$ cat config.mk
export PLATFORM = sky130hd
export DESIGN_NAME = flag_register
export DESIGN_NICKNAME = d
export VERILOG_FILES = /design/src/rtl/flag_register.sv
export SDC_FILE = /design/constraint.sdc
export NUM_CORES = 1
export LEC_CHECK = 0
export CAP_MARGIN = 20
export CORE_MARGIN = 3
export CORE_UTILIZATION = 36
export CTS_CLUSTER_DIAMETER = 50
export DETAILED_ROUTE_END_ITERATION = 12
export GPL_TIMING_DRIVEN = 0
export PLACE_DENSITY = 0.81
export SLEW_MARGIN = 0
export SYNTH_ARGS = -nofsm -noshare
export SYNTH_HDL_FRONTEND = slang
export SYNTH_SLANG_ARGS = --single-unit
$ cat constraint.sdc
create_clock -name clk -period 1.31 [get_ports clk]
set_input_delay 0.262 -clock clk [delete_from_list [all_inputs] [get_ports clk]]
set_output_delay 0.262 -clock clk [all_outputs]
set_load 0.01 [all_outputs]
$ cat src/rtl/flag_register.sv
// flag_register: execute-stage condition-code register with branch resolution and interrupt flag save/restore.
// Optional FLAG_STACK_EN selects a STACK_DEPTH-entry LIFO instead of a single shadow register.
module flag_register #(
  parameter int STACK_DEPTH = 4
) (
  input  logic       clk,
  input  logic       rst,
  input  logic       stall,
  input  logic [3:0] alu_op,
  input  logic       alu_valid,
  input  logic       alu_carry,
  input  logic       alu_zero,
  input  logic       alu_neg,
  input  logic [1:0] br_type,
  input  logic       br_valid,
  input  logic       int_save,
  input  logic       rti_restore,
  output logic [2:0] flags,
  output logic       br_taken,
  output logic       stack_ovf,
  output logic       stack_unf
);
  logic [2:0] nf;
  logic [2:0] top;
  logic       upd;
  logic       sel;
  logic       full;
  logic       empty;
  logic       push;
  logic       pop;
  assign pop  = rti_restore;
  assign push = int_save & ~rti_restore;
  always_comb begin
    upd = alu_valid & (alu_op inside {4'd1, 4'd2, 4'd3, [4'd5:4'd10]});
    sel = br_type == 2'd1 ? flags[0] : br_type == 2'd2 ? flags[1] : br_type == 2'd3 ? flags[2] : 1'b0;
    br_taken = br_valid & sel;
    nf = flags & ~(br_taken ? 3'd1 << (br_type - 2'd1) : 3'd0);
    nf[1:0] = upd ? {alu_neg, alu_zero} : nf[1:0];
    nf[2] = upd ? alu_carry : (alu_valid && alu_op == 4'd11) ? 1'b1 : (alu_valid && alu_op == 4'd12) ? 1'b0 : nf[2];
  end
`ifdef FLAG_STACK_EN
  localparam int AW = STACK_DEPTH > 1 ? $clog2(STACK_DEPTH) : 1;
  localparam int PW = $clog2(STACK_DEPTH) + 1;
  logic [2:0]    stack [STACK_DEPTH];
  logic [PW-1:0] ptr;
  logic [AW-1:0] wr_idx;
  logic [AW-1:0] rd_idx;
  assign full   = ptr == PW'(STACK_DEPTH);
  assign empty  = ptr == '0;
  assign wr_idx = AW'(ptr);
  assign rd_idx = AW'(ptr - PW'(1));
  assign top    = stack[rd_idx];
  always_ff @(posedge clk) begin
    if (rst) ptr <= '0;
    else if (!stall) begin
      if (pop && !empty) ptr <= ptr - PW'(1);
      else if (push && !full) ptr <= ptr + PW'(1);
    end
  end
  always_ff @(posedge clk)
    if (!rst && !stall && push && !full) stack[wr_idx] <= nf;
`else
  logic [2:0] shadow;
  logic       valid;
  assign full  = valid;
  assign empty = ~valid;
  assign top   = shadow;
  always_ff @(posedge clk) begin
    if (rst) valid <= 1'b0;
    else if (!stall) begin
      if (pop && valid) valid <= 1'b0;
      else if (push && !valid) valid <= 1'b1;
    end
  end
  always_ff @(posedge clk)
    if (!rst && !stall && push && !valid) shadow <= nf;
`endif
  // A restore discards same-cycle ALU/branch updates; a failed restore leaves flags alone.
  always_ff @(posedge clk) begin
    if (rst) begin
      flags     <= 3'b000;
      stack_ovf <= 1'b0;
      stack_unf <= 1'b0;
    end else if (!stall) begin
      if (pop) begin
        if (empty) stack_unf <= 1'b1;
        else flags <= top;
      end else flags <= nf;
      if (push && full) stack_ovf <= 1'b1;
    end
  end
endmodule

---- After elaboration in Yosys (flattened, before gate mapping) ----
Index checks and enable logic that the tools add are counted.
word-level totals
  output and inout port bits .............. 6
  bits in registers ....................... 9
operators by class
  bitwise operators ....................... 8
  mux-type cells .......................... 12
  $add $sub $neg .......................... 1
  shift-type cells ........................ 1
  equal/unequal tests ..................... 9
  reductions and logical operators ........ 18
  order comparisons ....................... 2
operators with widths
  operator                                                           count
  logical AND 1 bit                                                  9
  2-to-1 mux 3 bit                                                   3
  equality test 4 x 2 -> 1 bit, second input constant                2
  equality test 4 bit, second input constant                         2
  2-to-1 mux 1 bit                                                   8
  AND reduction 2 bit                                                3
  equality test 2 bit, second input constant                         2
  equality test 4 x 1 -> 1 bit, second input constant                1
  greater-or-equal comparator 4 x 3 -> 1 bit, second input constant  1
  <= comparator 4 bit, second input constant                         1
  nonzero test 4 bit                                                 1
  bitwise AND 1 bit                                                  3
  bitwise AND 3 bit                                                  1
  logical NOT 1 bit                                                  3
  NOT 1 bit                                                          3
  NOT 3 bit                                                          1
  AND reduction 3 bit                                                1
  left shift 1 x 2 -> 3 bit, first input constant                    1
  equality test 2 x 1 -> 1 bit, second input constant                1
  2-to-1 mux 2 bit                                                   1
  inequality test 2 x 1 -> 1 bit, second input constant              1
  nonzero test 2 bit                                                 1
  subtractor 2 x 1 -> 2 bit, second input constant                   1

---- Logic depth before layout (Yosys ltp) ----
  word-level depth ........................ 12
  mapped depth ............................ 5
  gate-level depth less buffers ........... 4

---- Least setup slack after synthesis ----
Ideal clock, no wire load.
  path type ............................... input-to-reg
  from .................................... input alu_op[0]
  to ...................................... register flags[2]
  setup slack ............................. -0.062 ns
  arrival ................................. 1.293 ns
  required time ........................... 1.231 ns
  cell stages on the path ................. 5
  cells stage by stage .................... or3_1 -> o211a_1 -> buf_6 -> a22o_1 -> a211oi_2
on the way
  longest elaborated chain between the ends .. 6
ends and longest elaborated chain
  what                                                                RTL line  RTL
  from (decl)                                                         9         input logic [3:0] alu_op,
  greater-or-equal comparator 4 x 3 -> 1 bit (tied with other cells)  34        upd = alu_valid & (alu_op inside {4'd1, 4'd2, 4'd3, [4'd5:4'd10]});
  logical AND 1 bit (on tied branches)                                34, 39
  nonzero test 4 bit / 2-to-1 mux 1 bit (equally long branches)       34, 39
  bitwise AND 1 bit / 2-to-1 mux 1 bit (equally long branches)        34, 39
  2-to-1 mux 1 bit *                                                  39        nf[2] = upd ? alu_carry : (alu_valid && alu_op == 4'd11) ? 1'b1 : (alu_valid && alu_op == 4'd12) ? 1'b0 : nf[2 ...
  2-to-1 mux 3 bit *                                                  85        if (pop) begin
  to (signal assigned)                                                87        else flags <= top;
  to (signal assigned)                                                88        end else flags <= nf;
  to (decl)                                                           18        output logic [2:0] flags,
Mark *: on every way between the ends. The rest lies on a longest branch, timed or not.
A chain may end at the register's enable or synchronous reset.

---- Worst setup path after layout ----
  from .................................... register flags[1]
  to ...................................... output br_taken
on the way
  longest elaborated chain between the ends .. 3
ends and longest elaborated chain
  what                           RTL line  RTL
  2-to-1 mux 1 bit (2 in a row)  35        sel = br_type == 2'd1 ? flags[0] : br_type == 2'd2 ? flags[1] : br_type == 2'd3 ? flags[2] : 1'b0;
  bitwise AND 1 bit              36        br_taken = br_valid & sel;
  to (decl)                      19        output logic br_taken,
No other way between the ends.

==> impl_metrics.py <==
metrics = {
    "clock_tree": {
        "cts_tree": "built",
        "ctsHoldBuffers": 0,
        "clock_latency_ps": 270,
        "clock_sinks": 9,
        "cts_buffer_depth": 2,
        "cts_max_level": 1,
        "cts-root-buf": "clkbuf_4",
        "path_clk_slew_ps": 60,
        "cts_made_buffers": 3,
    },
    "logic_synthesis": {
        "yosysTopAreaCell": "dfxtp_1",
        "synth_nets": 81,
        "synth_warnings": 0,
        "synth_cells": 65,
        "avgSynthCellArea_um2": 8.24,
        "synth_edf_count": 3,
        "ys_top_cells_by_area": "dfxtp_1, edfxtp_1, nand2_1",
        "synth_top_flop_cell": "dfxtp_1",
        "synth_seq_cells": 9,
        "synth.top_cell.area_share_pct": 22.4,
        "synthDistinctLibCells": 27,
        "synth_area_um2": 536,
        "async_reset_ff_share_pct": 0,
        "ys_seq_area_share_pct": 39.3,
    },
    "route": {
        "routedWlPerCell_um": 13.1,
        "dr.pass1.iters": 4,
        "via_per_inst": 5.40,
        "num_vias": 583,
        "postRouteWirelength_mm": 1.42,
        "drt_iter0_markers": 6,
        "detail-route-antenna-nets": 0,
        "drc_errors": 0,
    },
    "worst_setup_path": {
        "rr_endpoint": "flags[0]",
        "worstPathMaxFanout": 2,
        "end_kind": "output port",
        "r2r_slack_ps": 110,
        "critPathLaunch": "flags[1]",
        "path_cells": "mux2_4 -> nand2_1 -> o21ai_1 -> and2_1 -> buf_2",
        "arrival_ps": 1210,
        "slowest_stage": "dfxtp_2",
        "critical_path_required_ps": 1050,
        "critPathMaxStageDelay_ps": 320,
        "path_class": "reg2out",
        "rr_startpoint": "full",
        "start_kind": "flop",
        "ff2ff_path_depth": 4,
    },
    "timing": {
        "max_clock_freq_ghz": 0.678,
        "slew_headroom_pct": 73.4,
        "hold_viol_final": 0,
        "period_minus_slack_ps": 1470,
        "hold-worst-slack_ps": 472,
        "rsz0062_at_grt": "true",
        "skew_ps": 0.662,
        "finalMaxSlewViolations": 0,
        "finalCritPeriodShare_pct": 113,
        "worst_pin_slew_ps": 399,
        "setup_slack_ps": -164,
        "setup_tns_ps": -164,
        "report.final.setup_viol": 1,
    },
    "cells_and_area": {
        "final_util_pct": 63.6,
        "fin_nets": 110,
        "final_cell_mix": "nand2_1, dlygate4sd2_1, clkdlybuf4s50_1",
        "nFillCells": 117,
        "drive_gt1_share_pct": 26.9,
        "multi_input_area_um2": 338,
        "design_area_um2": 858,
        "syn2layout_area_growth_pct": 60.3,
        "num_antenna_cells": 0,
        "final-instance-count-excl-fill": 108,
        "final_common_cell": "nand2_1",
        "regArea_um2": 213,
    },
    "pwr": {
        "power_frac_clock_pct": 31.3,
        "powerDensity_mw_per_mm2": 813,
        "cell_internal_pwr_mw": 0.510,
        "peakVddDrop_mv": 0.444,
        "p_sw_mw": 0.189,
        "p_seq_share_pct": 44.6,
        "p_sw_share_pct": 27.0,
        "comb_power_share_pct": 24.0,
        "power_mw": 0.698,
        "leakagePower_nw": 0.378,
    },
    "global_routing": {
        "grt_max_degree": 9,
        "grt_pass1_wl_mm": 2.33,
        "grt-ovfl-total": 0,
        "antenna_found_initial": 0,
        "grt_usage_pct": 15.9,
        "grt_pass1_vias": 545,
    },
    "min_path": {
        "hold_path_class": "reg2reg",
        "hold_start": "stack_ovf",
        "hold_path_end": "stack_ovf",
        "whs_path_depth": 2,
    },
    "floorplanning": {
        "core_area_mm2": 0.00135,
        "chipWidth_um": 44.6,
        "initial_core_util_pct": 39.7,
        "die_area_mm2": 0.00199,
        "ios": 22,
        "dieHeight_um": 44.6,
        "num_rows": 13,
    },
    "placement": {
        "placed_cells": 101,
        "routabilityCongestion": 0.795,
        "dpl_worst_slack_ps": -857,
        "dpl_cell_area_um2": 764,
        "io_buffers": 21,
        "dp_hpwl_mm": 1.02,
    },
    "run_status": {
        "violations": "negative setup slack",
        "status": "complete, but fails checks",
    },
    "run": {
        "drv_cap": 0,
    },
}
-- cell usage after synthesis (2+ instances only) --
cell type and number:
clkbuf_1 2, nor3_1 2, or4_1 2, nand4b_1 2, nand2_1 9, inv_1 5
nand3_1 3, o221ai_1 2, edfxtp_1 3, nor2b_1 2, o21ai_0 4, o21a_1 2
nor2_1 4, a21oi_1 3, dfxtp_1 6, a31oi_1 3
-- sequential cells by signal (all words and copies together), names as in the netlist --
signal / cells
full: 1
stack_unf: 1
shadow: 3
flags: 3
stack_ovf: 1
-- cell type report --
cell class	count	share of cell area [%]
Buffer	2	2.92
Clock buffer	4	3.06
Tap cell	15	2.19
Sequential cell	9	24.8
Multi-Input combinational cell	48	39.4
Inverter	5	2.19
Timing Repair Buffer	25	25.5
-- critical path: cells and delay by family, from the launching register on --
family	cells	cell delay [ps]
flops	1	320
buf+inv	1	130
simple gates	2	190
mux	1	260
compound gates	1	50
-- logic make-up after synthesis --
kind of cell	synth area share, %
and+or+nand+nor	27.1
AOI/OAI and AO/OA	24.5
DFF	39.3
buffers and inverters	7.01
muxes	2.10
-- how the worst max path moves through the flow --
stage / endpoint
after global placement: br_taken
after CTS: br_taken
after floorplan: flags[2]
after detailed placement: br_taken
final: br_taken
after global routing: br_taken
-- power by group through the flow --
| stage | combinational [mW] | clock [mW] | sequential (mW) |
|---|---|---|---|
| floorplan | 0.0664 | 0 | 0.316 |
| global placement | 0.153 | 0 | 0.313 |
| detailed placement | 0.156 | 0 | 0.314 |
| CTS | 0.161 | 0.226 | 0.312 |
| global route | 0.183 | 0.232 | 0.314 |
| finish | 0.168 | 0.219 | 0.312 |
-- repair_timing --
item | 4_1_cts | 5_1_grt
endpoints found under the setup margin | 15 | 9
pin swaps | 5 | 0
buffers inserted | 4 | 0
resized for setup | 41 | 6
-- per-layer routing --
metal,vias up,wire [um],GRT usage [%]
li1,295,-,-
met1,272,654,20.1
met2,14,667,25.5
met3,2,75,4.88
met4,0,21,5.42
met5,-,0,0
No activity file was read; power rests on OpenSTA's default activity.
